<file path="src/rtl/dcache_bypass_bridge.sv">
// Uncached data-bus bridge: turns each accepted CPU load/store into one
// single-beat AXI4 transaction, with exactly one access outstanding at a time.
module dcache_bypass_bridge #(
  parameter int TAG_W    = 20,
  parameter int INDEX_W  = 6,
  parameter int OFFSET_W = 6
) (
  input  logic                clk,
  input  logic                reset,
  // CPU side
  input  logic                req,
  input  logic                iscache,
  input  logic                wr,
  input  logic [1:0]          size,
  input  logic [TAG_W-1:0]    tag,
  input  logic [INDEX_W-1:0]  index,
  input  logic [OFFSET_W-1:0] offset,
  input  logic [3:0]          wstrb,
  input  logic [31:0]         wdata,
  output logic                addr_ok,
  output logic                data_ok,
  output logic [31:0]         rdata,
  // AXI read address
  output logic [3:0]          arid,
  output logic [31:0]         araddr,
  output logic [7:0]          arlen,
  output logic [2:0]          arsize,
  output logic [1:0]          arburst,
  output logic                arvalid,
  input  logic                arready,
  // AXI read data
  input  logic [31:0]         rdata_axi,
  input  logic [1:0]          rresp,
  input  logic                rlast,
  input  logic                rvalid,
  output logic                rready,
  // AXI write address
  output logic [3:0]          awid,
  output logic [31:0]         awaddr,
  output logic [7:0]          awlen,
  output logic [2:0]          awsize,
  output logic [1:0]          awburst,
  output logic                awvalid,
  input  logic                awready,
  // AXI write data
  output logic [3:0]          wid,
  output logic [31:0]         wdata_axi,
  output logic [3:0]          wstrb_axi,
  output logic                wlast,
  output logic                wvalid,
  input  logic                wready,
  // AXI write response
  input  logic [1:0]          bresp,
  input  logic                bvalid,
  output logic                bready,
  // FSM state, for observation only
  output logic [2:0]          dbg_state
);

  typedef enum logic [2:0] {
    S_IDLE = 3'd0,
    S_AR   = 3'd1,
    S_R    = 3'd2,
    S_AW_W = 3'd3,
    S_B    = 3'd4,
    S_RESP = 3'd5
  } state_t;

  state_t      r_state;
  logic [31:0] r_addr;
  logic [1:0]  r_size;
  logic [3:0]  r_wstrb;
  logic [31:0] r_wdata;
  logic [31:0] r_rdata;
  logic        r_arvalid;
  logic        r_rready;
  logic        r_awvalid;
  logic        r_wvalid;
  logic        r_bready;
  logic        r_data_ok;
  logic        r_aw_done;
  logic        r_w_done;

  logic        w_aw_hs;
  logic        w_w_hs;
  logic        w_aw_fin;
  logic        w_w_fin;
  logic        w_unused;

  // Valid/ready: a transfer happens on a rising edge where both valid and
  // ready are high; a valid, once raised, holds with stable payload until then.
  assign w_aw_hs  = r_awvalid & awready;
  assign w_w_hs   = r_wvalid & wready;
  assign w_aw_fin = r_aw_done | w_aw_hs;
  assign w_w_fin  = r_w_done | w_w_hs;

  // Cacheability hint and response codes do not influence the access.
  assign w_unused = ^{iscache, rresp, rlast, bresp};

  always_ff @(posedge clk or posedge reset) begin
    if (reset) begin
      r_state   <= S_IDLE;
      r_addr    <= '0;
      r_size    <= '0;
      r_wstrb   <= '0;
      r_wdata   <= '0;
      r_rdata   <= '0;
      r_arvalid <= 1'b0;
      r_rready  <= 1'b0;
      r_awvalid <= 1'b0;
      r_wvalid  <= 1'b0;
      r_bready  <= 1'b0;
      r_data_ok <= 1'b0;
      r_aw_done <= 1'b0;
      r_w_done  <= 1'b0;
    end else begin
      case (r_state)
        S_IDLE: begin
          if (req) begin
            r_addr  <= {tag, index, offset};
            r_size  <= size;
            r_wstrb <= wstrb;
            r_wdata <= wdata;
            if (wr) begin
              r_state   <= S_AW_W;
              r_awvalid <= 1'b1;
              r_wvalid  <= 1'b1;
              r_aw_done <= 1'b0;
              r_w_done  <= 1'b0;
            end else begin
              r_state   <= S_AR;
              r_arvalid <= 1'b1;
            end
          end
        end
        S_AR: begin
          if (arready) begin
            r_arvalid <= 1'b0;
            r_rready  <= 1'b1;
            r_state   <= S_R;
          end
        end
        S_R: begin
          if (rvalid) begin
            r_rdata   <= rdata_axi;
            r_rready  <= 1'b0;
            r_data_ok <= 1'b1;
            r_state   <= S_RESP;
          end
        end
        S_AW_W: begin
          // AW and W complete independently; the flags remember which one is done.
          if (w_aw_hs) begin
            r_awvalid <= 1'b0;
            r_aw_done <= 1'b1;
          end
          if (w_w_hs) begin
            r_wvalid <= 1'b0;
            r_w_done <= 1'b1;
          end
          if (w_aw_fin && w_w_fin) begin
            r_aw_done <= 1'b0;
            r_w_done  <= 1'b0;
            r_bready  <= 1'b1;
            r_state   <= S_B;
          end
        end
        S_B: begin
          if (bvalid) begin
            r_bready  <= 1'b0;
            r_data_ok <= 1'b1;
            r_state   <= S_RESP;
          end
        end
        S_RESP: begin
          r_data_ok <= 1'b0;
          r_state   <= S_IDLE;
        end
        default: begin
          r_state <= S_IDLE;
        end
      endcase
    end
  end

  assign addr_ok   = (r_state == S_IDLE);
  assign data_ok   = r_data_ok;
  assign rdata     = r_rdata;
  assign dbg_state = r_state;

  assign arid      = 4'd0;
  assign araddr    = r_addr;
  assign arlen     = 8'd0;
  assign arsize    = {1'b0, r_size};
  assign arburst   = 2'b01;
  assign arvalid   = r_arvalid;
  assign rready    = r_rready;

  assign awid      = 4'd0;
  assign awaddr    = r_addr;
  assign awlen     = 8'd0;
  assign awsize    = {1'b0, r_size};
  assign awburst   = 2'b01;
  assign awvalid   = r_awvalid;

  assign wid       = 4'd0;
  assign wdata_axi = r_wdata;
  assign wstrb_axi = r_wstrb;
  assign wlast     = 1'b1;
  assign wvalid    = r_wvalid;
  assign bready    = r_bready;

endmodule

</file>
<file path="config.mk">
export PLATFORM = sky130hd
export DESIGN_NAME = dcache_bypass_bridge
export DESIGN_NICKNAME = d
export VERILOG_FILES = /design/src/rtl/dcache_bypass_bridge.sv
export SDC_FILE = /design/constraint.sdc
export NUM_CORES = 1
export LEC_CHECK = 0
export ABC_AREA = 1
export CORE_ASPECT_RATIO = 1.2
export CORE_MARGIN = 3
export CORE_UTILIZATION = 39
export DETAILED_ROUTE_END_ITERATION = 10
export PLACE_DENSITY = 0.92
export SYNTH_ARGS = -nofsm -noshare
export SYNTH_HDL_FRONTEND = slang
export SYNTH_SLANG_ARGS = --single-unit
</file>
<file path="constraint.sdc">
create_clock -name clk -period 4.95 [get_ports clk]
set_clock_uncertainty 0.1 [all_clocks]
set_input_delay 0.495 -clock clk [delete_from_list [all_inputs] [get_ports clk]]
set_output_delay 0.495 -clock clk [all_outputs]
set_load 0.02 [all_outputs]
</file>
* Word-level counts from Yosys, hierarchy flattened *
Cells that the tools add are included.

storage, ports and cells
  input bits = 117
  logic and storage cells = 86
  output and inout port bits = 181
  register bits = 113

operators by class
  equality and inequality tests = 16
  reduce and logical (&&, ||, !) cells = 18
  bitwise operators = 4
  mux-type cells = 34

operator list
  kind                                                             number
  4-bit AND reduction                                              5
  1-bit two-way mux                                                19
  2-bit inequality test, second input constant                     9
  3-bit two-way mux                                                5
  3-bit case mux with 5 select lines                               1
  1-bit case mux with 2 select lines                               7
  3-bit AND reduction                                              3
  2-bit nonzero test                                               4
  3-bit by 2-bit == test with 1-bit output, second input constant  2
  3-bit == test, second input constant                             2
  3-bit inequality test, second input constant                     2
  5-bit AND reduction                                              1
  2-bit AND reduction                                              2
  3-bit by 1-bit == test with 1-bit output, second input constant  1
  3-bit zero test                                                  1
  1-bit case mux with 3 select lines                               1
  3-bit nonzero test                                               1
  1-bit bitwise AND                                                2
  2-bit two-way mux                                                1
  1-bit bitwise OR                                                 2
  1-bit logical AND                                                1

* Depth between registers and ports, before layout *
Gate-level depths: netlist of the first run.

  word-level depth = 5
  mapped depth = 9
  gate-level depth less buffers = 8

* Worst setup path after synthesis of the first run *
Ideal clock, no wire load.

  kind = register to output
  from = reg r_state[0], in the netlist dbg_state[0]
  to = out addr_ok
  path slack = 3.212 ns
  required time = 4.355 ns
  cell stages (with the launch flop) = 6
  buffers on the path = 2
  arrival = 1.143 ns
  cells stage by stage = dfrtp_1 buf_2 inv_1 nand2_2 inv_4 buf_4

between the ends
  longest elaborated chain between the ends = 1

ends and longest elaborated chain
  what                      RTL line  RTL
  start: declaration        69        state_t r_state;
  start signal: assignment  102       r_state <= S_IDLE;
  start signal: assignment  125       r_state <= S_AW_W;
  start signal: assignment  131       r_state <= S_AR;
  3-bit zero test           186       assign addr_ok = (r_state == S_IDLE);
  end: declaration          20        output logic addr_ok,

Every way passes these cells.

* Final worst setup path of the first run *
Same ends and word-level chain as after synthesis.

==> results of run 1 <==
[how the worst max path moves through the flow]
stage                       from        end  slack, ns  cells past startpoint
finish              dbg_state[0]    addr_ok       1.88                      4
global route        dbg_state[0]    addr_ok       1.71                      4
CTS                 dbg_state[1]    addr_ok       1.82                      4
detailed placement  dbg_state[0]    addr_ok       2.26                      4
global placement    dbg_state[0]    addr_ok       2.26                      4
floorplan                  reset  araddr[0]       1.37                      1
[flip-flops by register name, indices dropped and copies added, names as in the netlist, 2 cells and up]
register   cells
araddr        32
dbg_state      3
wstrb_axi      4
rdata         32
wdata_axi     32
r_size         2
[synth_stat cells]
master    number  area, um^2
a21oi_1        3        15.0
buf_2          7        35.0
buf_4         72         541
buf_6         13         146
clkbuf_1       7        26.3
conb_1         2        7.51
dfrtp_1      113        2830
inv_1         45         169
inv_2          1        3.75
inv_4          1        6.26
nand2_1      212         796
nand2_2        2        12.5
nand2_4        1        11.3
nand3_1       84         420
nand3_2        1        10.0
nand3b_1       1        7.51
nor2_1         2        7.51
nor2_2         1        6.26
nor2_4         3        33.8
o21ai_0        8        40.0
o21ai_1        8        40.0
o21ai_2       22         193
[worst reg2reg max path: cells and delay by family, from the launching register on]
family                 cells  cell delay [ns]
buffers and inverters      2             0.72
DFF                        1             0.47
and+or+nand+nor            4             1.16
[area by class of cell]
cell class	instances	area, um^2	area share (%)
Clock buffer	20	447	5.54
Clock inverter	11	91.3	1.13
Inverter	47	181	2.25
Multi-Input combinational cell	383	1720	21.4
Sequential cell	113	2830	35.0
Tap cell	168	210	2.61
Timing Repair Buffer	260	2590	32.1
[placed cells by master (no fill, tap or decap)]
master,netlist,final
o21ai_2,22,22
clkbuf_1,7,2
nand3_2,1,1
dfrtp_1,113,113
nor2_4,3,3
nor2_1,2,2
nand3b_1,1,1
nand2_4,1,1
o21ai_0,8,8
nand2_2,2,2
bufinv_16,0,1
conb_1,2,35
buf_2,7,1
inv_2,1,1
o21ai_1,8,8
a21oi_1,3,3
nand3_1,84,84
inv_4,1,2
clkinvlp_4,0,3
clkinv_4,0,1
nand2_1,212,212
clkdlybuf4s50_1,0,255
clkbuf_16,0,17
clkinv_2,0,6
nor2_2,1,1
clkbuf_8,0,1
inv_1,45,44
buf_4,72,4
[power breakdown]
group	total [mW]	switching, mW	internal (mW)
sequential	1.63	0.278	1.35
clock	1.11	0.411	0.694
combinational	2.86	1.59	1.27
[kinds of logic after synthesis]
kind of cell	count (synthesis)	synth area share, %
AO/OA/AOI/OAI	41	5.37
other	2	0.140
flip-flops	113	52.8
AND/OR/NAND/NOR	307	24.4
buffers and inverters	146	17.3
[routing by layer]
layer	share of wire (%)	GRT usage (%)
met5	0	0
met4	2.1	7.15
met3	9.2	5.60
met2	50	30.3
met1	38	21.7
==> flow_metrics.env, run 1 <==
export IMPL_status="finished clean"
export IMPL_p_leak_nw=3.97
export IMPL_fin_nets=939
export IMPL_placed_cell_area_um2=7530
export IMPL_drt_pass1_iter_count=4
export IMPL_crit_required_ns=4.36
export IMPL_cp_start_kind="register"
export IMPL_port_buffers=256
export IMPL_rsz0062_at_grt="no"
export IMPL_totalWireLength_mm=14.0
export IMPL_core_area_um2=13400
export IMPL_antenna_found_initial=0
export IMPL_fin_tns_setup_ns=0
export IMPL_reg2reg_to="araddr[8]"
export IMPL_dp_hpwl_mm=10.1
export IMPL_grt_pass1_vias=4363
export IMPL_fp_row_count=46
export IMPL_total_power_mw=5.60
export IMPL_tightest_slew_ns=0.747
export IMPL_cp_num_buf_inv=3
export IMPL_cts_sinks=113
export IMPL_synth_cell_types=22
export IMPL_die_width_um=113
export IMPL_ctsHoldBuffers=0
export IMPL_finalHoldViolCount=0
export IMPL_seq_area_frac_synth_pct=52.8
export IMPL_synth_area_um2=5360
export IMPL_final_area_um2=8070
export IMPL_cts_root_buf="clkbuf_16"
export IMPL_finish_utilization_pct=60.4
export IMPL_grt_max_degree=74
export IMPL_r2r_setup_slack_ns=2.37
export IMPL_layout_cells_non_filler=1002
export IMPL_pre_cts_ws_ns=2.26
export IMPL_cts_tree="done"
export IMPL_gr_total_overflow=0
export IMPL_diodes=0
export IMPL_min_period_ns=3.07
export IMPL_drc=0
export IMPL_drtIter0Drc=301
export IMPL_hold_path_class="input pin to asynchronous set/reset pin"
export IMPL_clk_path_buf_depth=2
export IMPL_numCtsBuffers=17
export IMPL_die_h_um=134
export IMPL_cp_arrival_ns=2.47
export IMPL_ctsHtreeMaxLevel=4
export IMPL_cp_end_kind="primary output"
export IMPL_max_vdd_ir_drop_mv=0.403
export IMPL_finalCritPeriodShare_pct=62.0
export IMPL_critPathMaxStageDelay_ns=0.74
export IMPL_synth_warnings=0
export IMPL_routedWlPerCell_um=14.0
export IMPL_path_delay_family="buffers and inverters"
export IMPL_place_congestion=0.788
export IMPL_fmax_mhz=326
export IMPL_synth_seq_cells=113
export IMPL_pin_count=298
export IMPL_clk_insertion_delay_late_ns=0.40
export IMPL_syn_area_per_cell_um2=8.79
export IMPL_reg2regPathDepth=6
export IMPL_fillers=1120
export IMPL_drv_cap=0
export IMPL_die_area_um2=15200
export IMPL_grt_pass1_wl_mm=21.9
export IMPL_cts_setup_buffers=0
export IMPL_placed_cells=971
export IMPL_synth_cells=609
export IMPL_p_per_area_nw_per_um2=693
export IMPL_ctsResizeCount=0
export IMPL_path_clk_slew_ns=0.06
export IMPL_crit_chain="inv_1, nand2_2, inv_4, clkdlybuf4s50_1"
export IMPL_vias=4615
export IMPL_start_util_pct=40.1
export IMPL_holdWs_ns=0.321
export IMPL_routed_via_density=4.61
export IMPL_grt_usage_pct=18.1
export IMPL_relSlewSlack_pct=50.2
export IMPL_cpMaxStageDelayCell="clkdlybuf4s50_1"
export IMPL_finalSetupViolCount=0
export IMPL_crit_type="register to primary output"
export IMPL_slew_violations=0
export IMPL_detail_route_antenna_nets=0
export IMPL_area_delta_synth_final_pct=50.7
export IMPL_path_max_fanout=73
export IMPL_layout_setup_ws_ns=1.88
export IMPL_drive_gt1_share_pct=8.03
export IMPL_r2r_start="dbg_state[0]"
(Power assumes the default switching activity.)
==> run 2, diff against run 1 <==
==> constraint.sdc (replaced) <==
create_clock -name clk -period 3.2 [get_ports clk]
set_clock_uncertainty 0.1 [all_clocks]
set_input_delay 0.32 -clock clk [delete_from_list [all_inputs] [get_ports clk]]
set_output_delay 0.32 -clock clk [all_outputs]
set_load 0.02 [all_outputs]
==> flow_metrics.env, run 2 (synthesized netlist as in run 1, its figures left out) <==
export IMPL_r2r_setup_slack_ns=1.23
export IMPL_cts_sinks=113
export IMPL_reg2regPathDepth=6
export IMPL_fmax_mhz=428
export IMPL_finalHoldViolCount=0
export IMPL_final_cell_mix="clkdlybuf4s50_1, nand2_1, dfrtp_1"
export IMPL_vias=4633
export IMPL_crit_required_ns=2.78
export IMPL_layout_setup_ws_ns=0.863
export IMPL_tightest_slew_ns=0.729
export IMPL_hold_end="wdata_axi[27]"
export IMPL_cts_root_buf="clkbuf_16"
export IMPL_cp_start_kind="register"
export IMPL_total_power_mw=8.87
export IMPL_totalWireLength_mm=14.4
export IMPL_crit_type="register to primary output"
export IMPL_numCtsBuffers=17
export IMPL_max_vdd_ir_drop_mv=0.682
export IMPL_grt_pass1_wl_mm=22.5
export IMPL_drv_cap=0
export IMPL_grt_pass1_vias=4342
export IMPL_die_area_um2=15200
export IMPL_area_delta_synth_final_pct=52.3
export IMPL_clk_path_buf_depth=2
export IMPL_ctsHtreeMaxLevel=4
export IMPL_fin_nets=941
export IMPL_path_clk_slew_ns=0.05
export IMPL_drc=0
export IMPL_slew_violations=0
export IMPL_min_delay_start="req"
export IMPL_status="finished clean"
export IMPL_path_max_fanout=10
export IMPL_routed_via_density=4.61
export IMPL_finalCritPeriodShare_pct=73.0
export IMPL_final_area_um2=8160
export IMPL_reg2reg_to="wdata_axi[15]"
export IMPL_core_area_um2=13400
export IMPL_min_path_cells=3
export IMPL_routedWlPerCell_um=14.4
export IMPL_finalSetupViolCount=0
export IMPL_p_per_area_nw_per_um2=1090
export IMPL_drive_gt1_share_pct=8.36
export IMPL_cpMaxStageDelayCell="clkdlybuf4s50_1"
export IMPL_rsz0062_at_grt="no"
export IMPL_r2r_start="dbg_state[0]"
export IMPL_gr_total_overflow=0
export IMPL_cp_num_buf_inv=3
export IMPL_die_h_um=134
export IMPL_die_width_um=113
export IMPL_start_util_pct=40.1
export IMPL_p_leak_nw=4.02
export IMPL_place_congestion=0.791
export IMPL_clk_insertion_delay_late_ns=0.40
export IMPL_port_buffers=256
export IMPL_ctsHoldBuffers=0
export IMPL_ctsResizeCount=0
export IMPL_final_common_cell="clkdlybuf4s50_1"
export IMPL_cp_arrival_ns=1.92
export IMPL_cts_setup_buffers=0
export IMPL_dp_hpwl_mm=10.2
export IMPL_antenna_found_initial=1
export IMPL_min_period_ns=2.34
export IMPL_cts_tree="done"
export IMPL_holdWs_ns=0.173
export IMPL_path_delay_family="buffers and inverters"
export IMPL_grt_usage_pct=18.7
export IMPL_hold_path_class="input pin to register"
export IMPL_pre_cts_ws_ns=1.25
export IMPL_cp_end_kind="primary output"
export IMPL_fp_row_count=46
export IMPL_placed_cell_area_um2=7560
export IMPL_drtIter0Drc=386
export IMPL_detail_route_antenna_nets=0
export IMPL_relSlewSlack_pct=51.4
export IMPL_crit_chain="inv_1, nand2_2, inv_4, clkdlybuf4s50_1"
export IMPL_grt_max_degree=114
export IMPL_pin_count=298
export IMPL_drt_pass1_iter_count=6
export IMPL_critPathMaxStageDelay_ns=0.61
export IMPL_diodes=0
export IMPL_fin_tns_setup_ns=0
-- run 2: cell types whose count changed in the layout (fill, tap and decap cells not counted), sizes merged --
| cell | previous run | this run |
|---|---|---|
| buf | 5 | 7 |
| bufinv | 1 | 3 |
| inv | 47 | 46 |
| clkinvlp | 3 | 2 |
| clkbuf | 20 | 21 |
-- run 2: final cells by class --
| type | instances | area (um^2) |
|---|---|---|
| multi-input combinational | 383 | 1720 |
| clock inverter | 11 | 136 |
| sequential | 113 | 2830 |
| timing repair buffer | 262 | 2620 |
| clock buffer | 21 | 460 |
| inverter | 47 | 183 |
| fill | 1064 | 5200 |
| tap | 168 | 210 |
-- run 2: where the power goes --
group / internal, mW / switching (mW) / total [mW]
Clock: 1.26 / 0.637 / 1.89
Sequential: 2.09 / 0.438 / 2.53
Combinational: 1.98 / 2.47 / 4.45
-- run 2: worst max path at each step --
stage	startpoint	endpoint	slack, ns	cells past startpoint
6_report	dbg_state[0]	addr_ok	0.86	4
5_1_grt	dbg_state[0]	addr_ok	0.75	4
4_1_cts	dbg_state[0]	addr_ok	0.83	4
3_5_place_dp	dbg_state[0]	araddr[15]	1.25	6
3_3_place_gp	dbg_state[0]	wdata_axi[15]	1.27	6
2_1_floorplan	reset	araddr[0]	1.41	1
-- run 2: metal layers --
layer	wire length (um)	track usage, %	up-vias
li1	-	-	2229
met1	5560	22.4	2142
met2	7190	30.3	225
met3	1230	6.95	35
met4	443	8.02	2
met5	7	0	-
-- run 2: worst min-delay path, stage by stage --
cell     delay [ns]
buf_2          0.16
nand3_1        0.10
nand2_1        0.05
-- run 2: stage by stage --
stage                     instances  util (%)
after floorplan                 642         -
after global placement          973      56.6
after detailed placement        973      56.6
after CTS                      1005      61.1
after global routing           1005      61.1
final                          1005      61.1
==> run 3, diff against run 2 <==
==> constraint.sdc (replaced) <==
create_clock -name clk -period 2.2 [get_ports clk]
set_clock_uncertainty 0.1 [all_clocks]
set_input_delay 0.22 -clock clk [delete_from_list [all_inputs] [get_ports clk]]
set_output_delay 0.22 -clock clk [all_outputs]
set_load 0.02 [all_outputs]
==> flow_metrics.env, run 3 (synthesized netlist as in run 1, its figures left out) <==
export IMPL_cp_start_kind="register"
export IMPL_dp_hpwl_mm=10.7
export IMPL_reg2regPathDepth=8
export IMPL_slew_violations=0
export IMPL_totalWireLength_mm=14.4
export IMPL_wl_met1_mm=5.41
export IMPL_grt_max_degree=71
export IMPL_grt_usage_pct=19.0
export IMPL_routedWlPerCell_um=14.3
export IMPL_cts_setup_buffers=0
export IMPL_cpMaxStageDelayCell="dfrtp_1"
export IMPL_cts_sinks=113
export IMPL_path_clk_slew_ns=0.05
export IMPL_fmax_mhz=515
export IMPL_path_max_fanout=10
export IMPL_fillers=1058
export IMPL_drt_pass1_iter_count=4
export IMPL_antenna_found_initial=1
export IMPL_met2_length_mm=7.43
export IMPL_r2r_setup_slack_ns=0.31
export IMPL_clk_path_buf_depth=2
export IMPL_crit_chain="inv_1, nand2_2, inv_4, dlygate4sd2_1"
export IMPL_ctsHoldBuffers=0
export IMPL_multi_input_area_um2=1720
export IMPL_port_buffers=256
export IMPL_drc=0
export IMPL_die_width_um=113
export IMPL_start_util_pct=40.1
export IMPL_vias=4654
export IMPL_critPathMaxStageDelay_ns=0.47
export IMPL_reg2reg_to="wdata_axi[11]"
export IMPL_grt_pass1_wl_mm=23.1
export IMPL_die_h_um=134
export IMPL_seq_area_um2=2830
export IMPL_area_delta_synth_final_pct=53.7
export IMPL_drv_cap=0
export IMPL_ctsResizeCount=1
export IMPL_routed_via_density=4.62
export IMPL_finalSetupViolCount=0
export IMPL_detail_route_antenna_nets=0
export IMPL_status="finished clean"
export IMPL_drive_gt1_share_pct=8.46
export IMPL_met3_wirelength_mm=1.29
export IMPL_ctsHtreeMaxLevel=4
export IMPL_pin_count=298
export IMPL_topRoutingLayerUsed="met5"
export IMPL_cp_end_kind="primary output"
export IMPL_diodes=0
export IMPL_numCtsBuffers=17
export IMPL_max_vdd_ir_drop_mv=1.05
export IMPL_final_common_cell="clkdlybuf4s50_1"
export IMPL_crit_required_ns=1.88
export IMPL_place_congestion=0.782
export IMPL_r2r_start="dbg_state[0]"
export IMPL_rsz0062_at_grt="no"
export IMPL_hold_path_class="input pin to asynchronous set/reset pin"
export IMPL_tightest_slew_ns=0.573
export IMPL_fin_tns_setup_ns=0
export IMPL_relSlewSlack_pct=61.8
export IMPL_cts_tree="done"
export IMPL_drtIter0Drc=260
export IMPL_cp_arrival_ns=1.62
export IMPL_core_area_um2=13400
export IMPL_finalCritPeriodShare_pct=88.2
export IMPL_gr_total_overflow=0
export IMPL_clk_insertion_delay_late_ns=0.40
export IMPL_fp_row_count=46
export IMPL_finalHoldViolCount=0
export IMPL_placed_cells=975
export IMPL_p_leak_nw=4.06
export IMPL_min_period_ns=1.94
export IMPL_cts_root_buf="clkbuf_16"
export IMPL_grt_pass1_vias=4606
export IMPL_crit_type="register to primary output"
export IMPL_layout_cells_non_filler=1007
export IMPL_die_area_um2=15200
export IMPL_p_per_area_nw_per_um2=1590
export IMPL_final_cell_mix="clkdlybuf4s50_1, nand2_1, dfrtp_1"
export IMPL_placed_cell_area_um2=7610
export IMPL_final_area_um2=8230
export IMPL_fin_nets=943
run 3: worst max path at each step:
stage	start	slack, ns	end
floorplan	reset	0.51	araddr[0]
global placement	dbg_state[0]	0.38	wdata_axi[7]
detailed placement	dbg_state[0]	0.34	wdata_axi[20]
CTS	dbg_state[0]	0.23	addr_ok
global route	dbg_state[0]	0.14	wdata_axi[14]
finish	dbg_state[0]	0.26	addr_ok
run 3: through the flow:
stage	setup slack (ns)	total power, mW	hold slack (ns)	util [%]
2_1_floorplan	0.509	7.61	0.253	-
3_3_place_gp	0.383	10.1	0.353	57.0
3_5_place_dp	0.337	10.3	0.358	57.0
4_1_cts	0.233	13.2	0.175	61.7
5_1_grt	0.140	13.8	0.202	61.7
6_report	0.259	13.1	0.164	61.7
run 3: where the power goes:
group	internal, mW	switching, mW
sequential	3.04	0.623
clock	1.95	0.916
combinational	2.92	3.62
total	7.91	5.16
run 3: critical path, delay by kind of cell, from the launching register on:
family | cells | cell delay (ns)
AND/OR/NAND/NOR | 1 | 0.13
flip-flops | 1 | 0.47
buffers and inverters | 3 | 0.61
run 3: metal layers:
metal | track usage [%] | vias up
li1 | - | 2234
met5 | 0 | -
met3 | 6.90 | 22
met2 | 32.7 | 215
met1 | 22.0 | 2181
met4 | 5.81 | 2
run 3: layout make-up:
cell class | instances | share of cell area (%)
Sequential cell | 113 | 34.3
Inverter | 47 | 2.22
Tap cell | 168 | 2.55
Clock buffer | 22 | 5.64
Multi-Input combinational cell | 383 | 20.9
Clock inverter | 10 | 1.91
Timing Repair Buffer | 264 | 32.4
